===== config.mk =====
export PLATFORM = sky130hd
export DESIGN_NAME = alu_wb_stage
export DESIGN_NICKNAME = d
export VERILOG_FILES = /design/src/rtl/mips_pkg.sv /design/src/rtl/result_fifo2.sv /design/src/rtl/alu_wb_stage.sv
export SDC_FILE = /design/constraint.sdc
export NUM_CORES = 1
export LEC_CHECK = 0
export ABC_CLOCK_PERIOD_IN_PS = 9800
export CAP_MARGIN = 15
export CORE_MARGIN = 2
export CORE_UTILIZATION = 30
export DETAILED_ROUTE_END_ITERATION = 16
export HOLD_SLACK_MARGIN = 0.03
export PLACE_DENSITY = 0.54
export SYNTH_ARGS = -nofsm -noshare
export SYNTH_HDL_FRONTEND = slang
export SYNTH_SLANG_ARGS = --single-unit

===== constraint.sdc =====
create_clock -name clk -period 9.8 [get_ports clk]
set_input_delay 1.96 -clock clk [delete_from_list [all_inputs] [get_ports clk]]
set_output_delay 1.96 -clock clk [all_outputs]
set_load 0.02 [all_outputs]

===== src/rtl/mips_pkg.sv =====
// Shared MIPS datapath definitions: HI/LO-writing function selects, writeback
// source encodings and the result-queue entry layout.
package mips_pkg;

  localparam logic [4:0] FS_MUL = 5'h1E;
  localparam logic [4:0] FS_DIV = 5'h1F;

  typedef enum logic [1:0] {
    WB_ALU = 2'b00,
    WB_HI  = 2'b01,
    WB_LO  = 2'b10,
    WB_RSV = 2'b11
  } wb_sel_e;

  typedef struct packed {
    logic [4:0]  fs;
    logic [31:0] y_hi;
    logic [31:0] y_lo;
    logic [3:0]  nzvc;
    logic [4:0]  d_addr;
    logic        d_en;
    logic [1:0]  wb_sel;
  } res_entry_t;

  localparam int ENTRY_W = $bits(res_entry_t);

  function automatic logic writes_hilo(input logic [4:0] fs);
    return (fs == FS_MUL) || (fs == FS_DIV);
  endfunction

endpackage


===== src/rtl/result_fifo2.sv =====
// Two-entry circular valid/ready queue; data is visible one cycle after the push edge.
// Ready depends only on the registered count; a full queue refuses pushes even on a pop edge.
module result_fifo2 #(
  parameter int W = 8
) (
  input  logic         clk,
  input  logic         reset,
  input  logic         i_vld,
  output logic         o_rdy,
  input  logic [W-1:0] i_dat,
  output logic         o_vld,
  input  logic         i_rdy,
  output logic [W-1:0] o_dat
);

  logic [W-1:0] r_mem [2];
  logic [1:0]   r_count;
  logic         r_wr_ptr;
  logic         r_rd_ptr;
  logic         w_push;
  logic         w_pop;

  assign o_rdy  = (r_count != 2'd2);
  assign o_vld  = (r_count != 2'd0);
  assign w_push = i_vld & o_rdy;
  assign w_pop  = o_vld & i_rdy;
  assign o_dat  = r_mem[r_rd_ptr];

  always_ff @(posedge clk) begin
    if (reset) begin
      r_count  <= 2'd0;
      r_wr_ptr <= 1'b0;
      r_rd_ptr <= 1'b0;
    end else begin
      if (w_push) r_wr_ptr <= ~r_wr_ptr;
      if (w_pop)  r_rd_ptr <= ~r_rd_ptr;
      r_count <= r_count + {1'b0, w_push} - {1'b0, w_pop};
    end
  end

  // Storage is deliberately left uncleared; count alone defines what is live.
  always_ff @(posedge clk) begin
    if (w_push && !reset) r_mem[r_wr_ptr] <= i_dat;
  end

endmodule


===== src/rtl/alu_wb_stage.sv =====
// ALU result stage: buffers two results, owns HI/LO and NZVC, drives the register-file write port.
// Output valid one cycle after push; in_ready = queue not full, independent of out_ready.
module alu_wb_stage
  import mips_pkg::*;
(
  input  logic        clk,
  input  logic        reset,
  input  logic        in_valid,
  output logic        in_ready,
  input  logic [4:0]  FS,
  input  logic [31:0] Y_hi,
  input  logic [31:0] Y_lo,
  input  logic        N,
  input  logic        Z,
  input  logic        V,
  input  logic        C,
  input  logic [4:0]  D_Addr,
  input  logic        D_En,
  input  logic [1:0]  wb_sel,
  output logic        out_valid,
  input  logic        out_ready,
  output logic [31:0] wb_data,
  output logic [4:0]  wb_addr,
  output logic        wb_en,
  output logic [31:0] hi_q,
  output logic [31:0] lo_q,
  output logic [3:0]  flags_q
);

  res_entry_t          w_in_entry;
  res_entry_t          w_head;
  logic [ENTRY_W-1:0]  w_head_bits;
  logic                w_out_valid;
  logic                w_pop;
  logic [31:0]         w_wb_data;
  logic [31:0]         r_hi;
  logic [31:0]         r_lo;
  logic [3:0]          r_flags;

  always_comb begin
    w_in_entry        = '0;
    w_in_entry.fs     = FS;
    w_in_entry.y_hi   = Y_hi;
    w_in_entry.y_lo   = Y_lo;
    w_in_entry.nzvc   = {N, Z, V, C};
    w_in_entry.d_addr = D_Addr;
    w_in_entry.d_en   = D_En;
    w_in_entry.wb_sel = wb_sel;
  end

  result_fifo2 #(
    .W (ENTRY_W)
  ) u_fifo (
    .clk   (clk),
    .reset (reset),
    .i_vld (in_valid),
    .o_rdy (in_ready),
    .i_dat (w_in_entry),
    .o_vld (w_out_valid),
    .i_rdy (out_ready),
    .o_dat (w_head_bits)
  );

  assign w_head = res_entry_t'(w_head_bits);
  assign w_pop  = w_out_valid & out_ready;

  // HI/LO commit at retirement so a later MFHI/MFLO reads the retired value.
  always_ff @(posedge clk) begin
    if (reset) begin
      r_hi    <= 32'h0;
      r_lo    <= 32'h0;
      r_flags <= 4'b0;
    end else if (w_pop) begin
      r_flags <= w_head.nzvc;
      if (writes_hilo(w_head.fs)) begin
        r_hi <= w_head.y_hi;
        r_lo <= w_head.y_lo;
      end
    end
  end

  always_comb begin
    w_wb_data = w_head.y_lo;
    case (w_head.wb_sel)
      WB_HI:   w_wb_data = r_hi;
      WB_LO:   w_wb_data = r_lo;
      default: w_wb_data = w_head.y_lo;
    endcase
  end

  assign out_valid = w_out_valid;
  assign wb_data   = w_wb_data;
  assign wb_addr   = w_head.d_addr;
  assign wb_en     = w_head.d_en & w_out_valid;
  assign hi_q      = r_hi;
  assign lo_q      = r_lo;
  assign flags_q   = r_flags;

endmodule

Yosys cells after proc, flatten, opt, wreduce, memory -nomap -nowiden
Memories as Yosys holds them, arrays and structs flattened. A register that Yosys moved wholly into a read port is not among the register bits.
Cells that the tools add are included.
{ "classes": {"n_mux": 5, "reduce_logical": 5, "mul": 0, "shift": 0, "n_eq_ne": 5, "addsub": 2, "order_cmp": 0, "bitwise": 5, "n_div": 0} }
{ "op_table": {"columns": ["op", "n"], "rows": [
  ["one-hot mux 32 bit (2 select lines)", 1],
  ["== test 5 bit, second input constant", 2],
  ["2-to-1 mux 1 bit", 4],
  ["AND 1 bit", 3],
  ["adder 2 x 1 -> 2 bit", 1],
  ["== test 2 x 1 -> 1 bit, second input constant", 1],
  ["== test 2 bit, second input constant", 1],
  ["!= test 2 bit, second input constant", 1],
  ["inverter 1 bit", 2],
  ["AND reduction 2 bit", 1],
  ["nonzero test 2 bit", 1],
  ["subtractor 2 x 1 -> 2 bit", 1],
  ["logical AND 1 bit", 1],
  ["zero test 1 bit", 1],
  ["logical OR 1 bit", 1]
]} }
{ "totals": {"elab_cells": 29, "ram_bits": 162, "output_inout_bits": 108, "mem_count": 1, "ff_bits": 72, "rom_bits": 0, "latchBits": 0, "in_bits": 85} }
{ "memory_table": {"columns": ["name", "depth", "word_bits", "rd", "rd_clocked_by_memory_dff", "wr", "line_no", "text"], "rows": [
  ["u_fifo.r_mem", 2, 81, 1, 1, 1, "result_fifo2.sv:16", "logic [W-1:0] r_mem [2];"]
]} }

Longest topological paths before layout
Gate-level depths: netlist (run 1).
{ "logic_depth": {"ltp_word": 5, "mapped_depth": 11, "ltp_nobuf": 9} }

By module
A second synthesis (run 1) with hierarchy kept.
{ "hier_totals": {"cells_unflattened": 685, "hier_area_um2": 10178.5} }
{ "modules_own_cells": {"columns": ["module", "cells_per_inst", "area_per_inst_um2", "n_inst"], "rows": [
  ["result_fifo2", 276, 6485.0, 1],
  ["alu_wb_stage", 409, 3693.5, 1]
]} }

Worst setup path before layout (run 1)
No wires, ideal clock.
{ "synth_path": {"path_type": "input to register", "from": "in reset", "to": "mem u_fifo.r_mem[1][0] in the netlist's numbering (enable)", "path_slack_ns": 1.189, "required_ns": 9.167, "cell_stages": 2, "arrival_ns": 7.978, "n_path_buf": 1, "path_cell_list": "buf_2 nor3b_1"} }
{ "synth_via": {"elab_chain_cells": 4} }
{ "synth_rtl": {"columns": ["element", "line_no", "text"], "rows": [
  ["from (decl)", "alu_wb_stage.sv:7", "input logic reset,"],
  ["zero test 1 bit", "result_fifo2.sv:43", "if (w_push && !reset) r_mem[r_wr_ptr] <= i_dat;"],
  ["logical AND 1 bit", "result_fifo2.sv:43", null],
  ["2-to-1 mux 1 bit", "result_fifo2.sv:43", null],
  ["2-to-1 mux 1 bit (implied by the code)", "result_fifo2.sv:43", null],
  ["to (decl)", "result_fifo2.sv:16", null]
]} }
Every way passes these cells.

==> flow_summary_export.csv, run 1 <==
group,metric,value,unit
sta,slew_violations,0,
sta,period_share,59.90,%
synth,yosys.area.top_type,"edfxtp_1",
setup_path,crit_type,"reg2out",
global_route,grt_overflow,0,
synth,yosysSeqAreaShare,68.28,%
sta,fmax,0.1703,GHz
clock_tree,cts_tree,"built",
placed_design,dpl.hpwl,14120,um
clock_tree,holdBufCountCts,0,
detailed_routing,finalWirelength,23980,um
detailed_routing,route.detailed.drc,0,
sta,rsz0062_at_grt,"no",
synth,synth_area,9176,um2
hold_path,min_from,"u_fifo.r_rd_ptr",
layout,finalCoreUtilization,40.25,%
detailed_routing,first_iter_violations,298,
clock_tree,clock-sinks,233,
die,die-area,32000,um2
synth,synth_top_area_share,52.36,%
synth,syn_inst,597,
setup_path,critPathRequiredTime,7840,ps
power_and_ir_drop,p_leak,0.003812,uW
layout,nNetsFinal,859,
sta,finalSetupTns,0,ps
run_status,status,"complete, no violations",
detailed_routing,via_count,5764,
die,initial_core_util,30.24,%
synth,avgSynthCellArea,15.37,um2
placed_design,place_area,11340,um2
synth,async_flop_share,0,%
global_route,grt_pass1_wl,35850,um
layout,area_delta_synth_final,33.12,%
power_and_ir_drop,powerDensity,253.6,nW/um2
clock_tree,cts.htree.levels,1,
die,die_w,178.9,um
synth,synth.area.top_cells,"edfxtp_1 (52%), dfxtp_1 (16%), a211oi_2 (8.3%)",
detailed_routing,firstDrtPassIters,4,
clock_tree,clk_pin_slew_worst_paths,60,ps
synth,synthTopCellsByCount,"edfxtp_1 (160), a21oi_1 (96), dfxtp_1 (73)",
global_route,grt_max_degree,74,
global_route,grt_pass1_vias,5904,
die,die_h,178.9,um
hold_path,hp-class,"reg2reg",
setup_path,cp-end-kind,"output pin",
setup_path,critical_path.max_fanout,56,
sta,slew_headroom,36.40,%
sta,hold_viol_final,0,
synth,yosys.cell_types.count,29,
setup_path,r2r_cells,7,
synth,yosysMostFrequentCell,"edfxtp_1",
synth,syn_nets,686,
hold_path,hold_depth,2,
layout,postLayoutCellArea,12220,um2
setup_path,crit_arrival,3910,ps
layout,layout-drive-gt1-share,15.95,%
sta,setup_viol,0,
detailed_routing,ant_nets,0,
synth,synth-main-ff-cell,"edfxtp_1",
setup_path,critPathLaunchType,"flop",
clock_tree,numCtsBuffers,26,
synth,synth-edff-count,160,
synth,ys.warnings.count,0,
power_and_ir_drop,irDropWorstVdd,0.1269,mV
sta,finalCriticalPeriod,5870,ps
die,fp.coreArea,30350,um2
sta,worst_pin_slew,954.0,ps
clock_tree,cts_root_buf,"clkbuf_16",
clock_tree,clockBufferDepth,3,
clock_tree,cts_resized,0,
global_route,track_usage,14.66,%
die,std_cell_rows,64,
detailed_routing,viasPerCell,4.856,
die,ioPinCount,193,
clock_tree,clk_latency,530,ps
placed_design,gp_congestion,0.7431,
setup_path,worst-r2r-setup-slack,5740,ps
global_route,grt_antenna_before_repair,1,
sta,fin_skew,17.37,ps
detailed_routing,routedWlPerCell,20.20,um
run,max_cap_viol_count,0,
setup_path,cp-endpoint,"wb_data[22]",
setup_path,worstReg2RegEnd,"lo_q[15]",
clock_tree,post_cts_buffers,0,
synth,synth-seq-cells,233,
placed_design,numPortBuffers,191,
## routing by layer
metal,track usage [%],part of all wire (%),vias up
met3,2.905,5.2,28
met2,24.05,48,158
met5,0,0,-
met4,3.659,2.1,0
li1,-,-,2696
met1,19.86,45,2882
## metrics by stage
stage	total power, uW	setup WS (ps)	hold WS [ps]	std cells
3_3_place_gp	2152	4474	489.7	1138
6_report	3098	3930	509.7	1187
3_5_place_dp	2157	4422	497.4	1138
5_1_grt	3250	3719	543.2	1187
2_1_floorplan	1785	1189	481.0	597
4_1_cts	3145	3852	516.7	1186
## how the worst min path moves through the flow
stage | to
after floorplan | flop
after global placement | flop
after detailed placement | flop
after CTS | flop
after global routing | flags_q[0]
final | flop
## logic make-up (layout without fill, tap and decap cells)
logic type      after synthesis  after routing  share of synthesized area [%]
compound gates              197            197                          17.32
xor+xnor                      4              4                         0.3819
fa+ha+maj                     4              4                         0.5454
buf+inv                      63            256                          4.009
flops                       233            233                          68.28
mux                          76             76                          8.358
other cells                   0              1                              0
simple gates                 20             20                          1.105
## state kept, by name, summed over array words and instances (netlist names), named ones only
name	count
u_fifo.r_rd_ptr	1
u_fifo.r_mem	160
lo_q	32
flags_q	4
hi_q	32
u_fifo.r_count	2
u_fifo.r_wr_ptr	1
## power by group
| group | internal (uW) | switching (uW) |
|---|---|---|
| clock network | 581 | 390 |
| logic | 389 | 524 |
| registers | 1140 | 69.5 |
## worst max-delay path: stages (launching register included)
cell and delay [ps]:
dfxtp_4 950, mux2i_1 320, inv_1 70, ha_2 430
buf_4 570, a221oi_1 120, a21oi_1 200, clkdlybuf4s50_1 690
## placed cells by master, fill, tap and decap left out, types with 2 or more instances in the layout
| cell type | count |
|---|---|
| a211oi_1 | 7 |
| clkinv_2 | 8 |
| xnor2_1 | 2 |
| mux2i_1 | 71 |
| inv_1 | 5 |
| clkbuf_8 | 2 |
| buf_4 | 12 |
| clkdlybuf4s50_1 | 190 |
| a211oi_2 | 61 |
| ha_1 | 2 |
| ha_2 | 2 |
| a221oi_1 | 32 |
| nand2_1 | 2 |
| clkbuf_16 | 26 |
| bufinv_16 | 3 |
| dfxtp_1 | 72 |
| xor2_1 | 2 |
| and2_4 | 2 |
| edfxtp_1 | 160 |
| a21oi_1 | 96 |
| clkinv_4 | 2 |
| nor2_1 | 9 |
| mux2_1 | 5 |
| clkinv_1 | 4 |
## final cells by class
type	count	area, um2
clock buffer	29	681.9
antenna	1	2.502
multi-input combinational	301	2565
inverter	6	22.52
clock inverter	19	186.4
sequential	233	6270
timing repair buffer	202	1992
tap	396	495.5
fill	2843	18130
Power figures use the tool's default switching activity.
==> run 2, diff against run 1 <==
--- a/config.mk
+++ b/config.mk
@@ -5,7 +5,7 @@
 export SDC_FILE = /design/constraint.sdc
 export NUM_CORES = 1
 export LEC_CHECK = 0
-export ABC_CLOCK_PERIOD_IN_PS = 9800
+export ABC_CLOCK_PERIOD_IN_PS = 5500
 export CAP_MARGIN = 15
 export CORE_MARGIN = 2
 export CORE_UTILIZATION = 30
==> constraint.sdc (replaced) <==
create_clock -name clk -period 5.5 [get_ports clk]
set_input_delay 1.1 -clock clk [delete_from_list [all_inputs] [get_ports clk]]
set_output_delay 1.1 -clock clk [all_outputs]
set_load 0.02 [all_outputs]
==> flow_summary_export.csv, run 2 (synthesis results as in run 1) <==
group,metric,value,unit
run_status,status,"complete, no violations",
global_route,grt_max_degree,65,
power_and_ir_drop,powerDensity,445.8,nW/um2
power_and_ir_drop,irDropWorstVdd,0.2092,mV
placed_design,dpl.cell_count,1140,
detailed_routing,routedWlPerCell,20.02,um
placed_design,dpl.hpwl,14360,um
setup_path,critical_path.max_fanout,40,
sta,fmax,0.2215,GHz
setup_path,cp_slowest_stage_delay,710,ps
setup_path,cp-end-kind,"output pin",
layout,regMostFlops,"u_fifo.r_mem",
global_route,track_usage,14.55,%
global_route,grt_antenna_before_repair,1,
sta,period_share,82.10,%
die,ioPinCount,193,
clock_tree,cts_resized,0,
sta,slew_headroom,36.95,%
detailed_routing,finalWirelength,23760,um
layout,final_common_cell,"clkdlybuf4s50_1",
global_route,grt_overflow,0,
setup_path,crit_type,"reg2out",
setup_path,worst-path-stages,5,
clock_tree,clockBufferDepth,3,
setup_path,crit_arrival,3420,ps
detailed_routing,first_iter_violations,264,
run,max_cap_viol_count,0,
placed_design,numPortBuffers,191,
setup_path,critPathRequiredTime,4400,ps
setup_path,r2r_cells,7,
clock_tree,numCtsBuffers,26,
layout,antennaDiodeCount,0,
die,std_cell_rows,64,
die,die_h,178.9,um
clock_tree,clk_latency,530,ps
setup_path,path_buf_inv,3,
power_and_ir_drop,p_leak,0.003793,uW
hold_path,hp-class,"reg2reg",
sta,slew_violations,0,
global_route,grt_pass1_vias,5878,
sta,fin_skew,8.444,ps
die,die-area,32000,um2
sta,setup_viol,0,
layout,layout-drive-gt1-share,15.30,%
layout,nNetsFinal,861,
sta,finalSetupTns,0,ps
layout,largest_reg_flops,160,
clock_tree,clock-sinks,233,
clock_tree,holdBufCountCts,0,
layout,finalCoreUtilization,40.18,%
detailed_routing,firstDrtPassIters,4,
layout,fillCellCount,2816,
layout,area_delta_synth_final,32.87,%
setup_path,critPathLaunchType,"flop",
detailed_routing,via_count,5827,
detailed_routing,route.detailed.drc,0,
sta,hold_viol_final,0,
sta,worst_pin_slew,945.7,ps
setup_path,cpMostUsedCell,"buf_4",
hold_path,min_from,"u_fifo.r_rd_ptr",
sta,fin_hold_ws,504.3,ps
setup_path,cp_slowest_cell,"buf_4",
layout,layout_common_cells,"clkdlybuf4s50_1 (190), edfxtp_1 (160), a21oi_1 (96), dfxtp_1 (72), mux2i_1 (71)",
setup_path,crit_family,"buffers and inverters",
sta,rsz0062_at_grt,"no",
die,die_w,178.9,um
clock_tree,cts_root_buf,"clkbuf_16",
layout,stdcell_count,1187,
clock_tree,clk_pin_slew_worst_paths,60,ps
clock_tree,post_cts_buffers,0,
global_route,grt_pass1_wl,35360,um
clock_tree,cts.htree.levels,1,
clock_tree,cts_tree,"built",
die,initial_core_util,30.24,%
hold_path,hold_depth,2,
sta,finalCriticalPeriod,4515,ps
setup_path,crit_chain,"buf_4 > buf_4 > mux2i_1 > a21oi_1 > clkdlybuf4s50_1",
placed_design,gp_congestion,0.7129,
die,fp.coreArea,30350,um2
detailed_routing,ant_nets,0,
detailed_routing,viasPerCell,4.909,
## run 2: changes by cell type in the layout (fill, tap and decap cells not counted), sizes merged
cell / previous run / this run
diode: 1 / 0
buf: 12 / 14
bufinv: 3 / 0
clkinv: 15 / 4
clkbuf: 29 / 42
## run 2: area by class of cell
class,count,area [um2],area share [%]
Tap cell,396,495.5,4.064
Inverter,6,22.52,0.1847
Timing Repair Buffer,204,2019,16.56
Multi-Input combinational cell,301,2577,21.14
Clock inverter,5,26.28,0.2155
Clock buffer,42,782.0,6.414
Sequential cell,233,6270,51.42
## run 2: power breakdown
group          internal (uW)  switching, uW  total (uW)
logic                    705            991        1700
clock network            965            670        1630
registers               2040           67.5        2100
total                   3710           1730        5440
## run 2: layer usage
metal / vias to the layer above / wire, um / part of all wire, % / track usage [%]
met4: 2 / 488 / 2.1 / 3.726
met1: 2888 / 10250 / 43 / 19.04
li1: 2696 / - / - / -
met2: 206 / 11110 / 47 / 23.91
met5: - / 12 / 0.050 / 0
met3: 35 / 1899 / 8.0 / 3.859
## run 2: per-stage QoR
stage / cell area, um2 / setup slack (ps) / power, uW
floorplan: 9186 / 533.3 / 3172
global placement: 11380 / 1431 / 3856
detailed placement: 11380 / 1482 / 3856
CTS: 12190 / 900.0 / 5519
global route: 12190 / 752.1 / 5717
finish: 12190 / 984.7 / 5436
## run 2: final timing paths
kind	to	slack, ps
setup reg to reg	lo_q[30]	1790
hold / removal	flop	500
setup / recovery	wb_data[30]	980
hold reg to reg	flop	500
## run 2: worst min-delay path, cell delays in order, from the launching register on
cell	delay (ps)
dfxtp_1	320
xnor2_1	80
nor2_1	70
==> run 3, diff against run 2 <==
--- a/config.mk
+++ b/config.mk
@@ -5,13 +5,13 @@
 export SDC_FILE = /design/constraint.sdc
 export NUM_CORES = 1
 export LEC_CHECK = 0
-export ABC_CLOCK_PERIOD_IN_PS = 5500
+export ABC_CLOCK_PERIOD_IN_PS = 4050
 export CAP_MARGIN = 15
 export CORE_MARGIN = 2
 export CORE_UTILIZATION = 30
 export DETAILED_ROUTE_END_ITERATION = 16
 export HOLD_SLACK_MARGIN = 0.03
-export PLACE_DENSITY = 0.54
+export PLACE_DENSITY = 0.56
 export SYNTH_ARGS = -nofsm -noshare
 export SYNTH_HDL_FRONTEND = slang
 export SYNTH_SLANG_ARGS = --single-unit
==> constraint.sdc (replaced) <==
create_clock -name clk -period 4.05 [get_ports clk]
set_input_delay 0.81 -clock clk [delete_from_list [all_inputs] [get_ports clk]]
set_output_delay 0.81 -clock clk [all_outputs]
set_load 0.02 [all_outputs]
==> flow_summary_export.csv, run 3 (synthesis results as in run 1) <==
group,metric,value,unit
detailed_routing,via_count,5855,
setup_path,critical_path.max_fanout,19,
setup_path,cp_slowest_stage_delay,670,ps
sta,setup_viol,0,
layout,multi_input_area,2577,um2
die,ioPinCount,193,
detailed_routing,first_iter_violations,283,
die,die-area,32000,um2
placed_design,numPortBuffers,191,
sta,rsz0062_at_grt,"no",
setup_path,cp_slowest_cell,"clkdlybuf4s50_1",
sta,finalSetupTns,0,ps
layout,area_delta_synth_final,34.63,%
sta,slew_violations,0,
layout,nNetsFinal,865,
sta,fin_hold_ws,505.7,ps
die,initial_core_util,30.24,%
setup_path,critPathLaunchType,"flop",
die,fp.coreArea,30350,um2
global_route,grt_overflow,0,
run,max_cap_viol_count,0,
detailed_routing,ant_nets,0,
global_route,grt_antenna_before_repair,0,
clock_tree,cts_root_buf,"clkbuf_16",
clock_tree,numCtsBuffers,28,
global_route,track_usage,14.99,%
power_and_ir_drop,p_leak,0.003868,uW
power_and_ir_drop,p_switching,2409,uW
layout,regMostFlops,"u_fifo.r_mem",
die,die_h,178.9,um
setup_path,crit_type,"reg2out",
placed_design,gp_congestion,0.7367,
power_and_ir_drop,pwr-share-comb,30.5,%
placed_design,dpl.cell_count,1142,
detailed_routing,firstDrtPassIters,4,
clock_tree,cts.htree.levels,1,
placed_design,dpl.hpwl,14210,um
sta,finalCriticalPeriod,3822,ps
sta,worst_pin_slew,860.3,ps
power_and_ir_drop,power_frac_seq,37.1,%
die,die_w,178.9,um
global_route,grt_pass1_vias,6082,
sta,fin_skew,17.73,ps
clock_tree,clock-sinks,233,
clock_tree,cts_tree,"built",
layout,layout-drive-gt1-share,16.56,%
sta,period_share,94.37,%
power_and_ir_drop,p_total,7667,uW
clock_tree,clk_latency,540,ps
layout,largest_reg_flops,160,
power_and_ir_drop,powerDensity,620.6,nW/um2
layout,antennaDiodeCount,0,
clock_tree,clockBufferDepth,3,
layout,postLayoutCellArea,12350,um2
die,std_cell_rows,64,
power_and_ir_drop,sw_frac_of_total,31.42,%
clock_tree,cts_resized,0,
detailed_routing,finalWirelength,24110,um
hold_path,hp-class,"reg2reg",
layout,fillCellCount,2790,
setup_path,cp-end-kind,"output pin",
sta,hold_viol_final,0,
setup_path,crit_family,"buffers and inverters",
layout,regArea,6270,um2
clock_tree,clk_pin_slew_worst_paths,60,ps
clock_tree,post_cts_buffers,0,
detailed_routing,route.detailed.drc,0,
layout,layout_common_cells,"clkdlybuf4s50_1 (190), edfxtp_1 (160), a21oi_1 (96), dfxtp_1 (72), mux2i_1 (71)",
sta,fmax,0.2616,GHz
setup_path,crit_chain,"mux2i_1 > ha_2 > buf_4 > a221oi_1 > a21oi_1 > clkdlybuf4s50_1",
layout,final_common_cell,"clkdlybuf4s50_1",
global_route,grt_pass1_wl,36540,um
power_and_ir_drop,power.share.clock,32.4,%
setup_path,crit_arrival,3010,ps
layout,stdcell_count,1193,
power_and_ir_drop,irDropWorstVdd,0.3327,mV
placed_design,place_area,11420,um2
power_and_ir_drop,intPower,5258,uW
run_status,status,"complete, no violations",
detailed_routing,viasPerCell,4.908,
global_route,grt_max_degree,81,
detailed_routing,routedWlPerCell,20.21,um
sta,slew_headroom,42.65,%
clock_tree,holdBufCountCts,0,
setup_path,critPathRequiredTime,3240,ps
setup_path,path_buf_inv,2,
-- run 3: changes by cell type in the layout (fill, tap and decap cells not counted), sizes merged --
cell / change
bufinv: +2
clkinvlp: +2
clkinv: +2
buf: +2
clkbuf: -2
-- run 3: layout make-up --
cell class | instances | area share (%)
multi-input cells | 301 | 20.86
clock buffers | 40 | 6.613
repair buffers | 206 | 16.67
clock inverters | 11 | 0.9115
flip-flops and latches | 233 | 50.75
well taps | 396 | 4.011
inverters | 6 | 0.1823
-- run 3: per-stage QoR --
| stage | util [%] | setup WS (ps) |
|---|---|---|
| 3_5_place_dp | 37.64 | 747.3 |
| 5_1_grt | 40.71 | 11.26 |
| 6_report | 40.71 | 228.0 |
| 4_1_cts | 40.71 | 163.7 |
| 2_1_floorplan | - | 545.3 |
| 3_3_place_gp | 37.64 | 757.9 |
-- run 3: worst paths after layout --
path	startpoint	end	slack [ps]	depth (start not counted)
min	flags_q[1]	flags_q[1]	510	2
max reg2reg	flop	lo_q[21]	1310	6
max	flop	wb_data[7]	230	6
min reg2reg	flags_q[1]	flags_q[1]	510	2
-- run 3: metal layers --
metal  vias to the layer above  part of all wire (%)  wire, um  global-route usage, %
li1                       2703                     -         -                      -
met1                      2942                    43     10350                  19.38
met2                       176                    49     11710                  25.26
met3                        34                   6.8      1639                  3.690
met4                         0                   1.7       415                  3.557
met5                         -                     0         0                      0
-- run 3: power by group through the flow --
stage	Sequential, uW	Combinational, uW	Clock (uW)
after floorplan	2920	1380	0
after global placement	2890	2350	0
after detailed placement	2890	2360	0
after CTS	2840	2370	2560
after global routing	2860	2520	2660
final	2840	2340	2490
-- run 3: worst min-delay path, stage by stage (launching register included) --
cell	delay, ps
dfxtp_1	310
nor2_1	100
a211oi_1	50
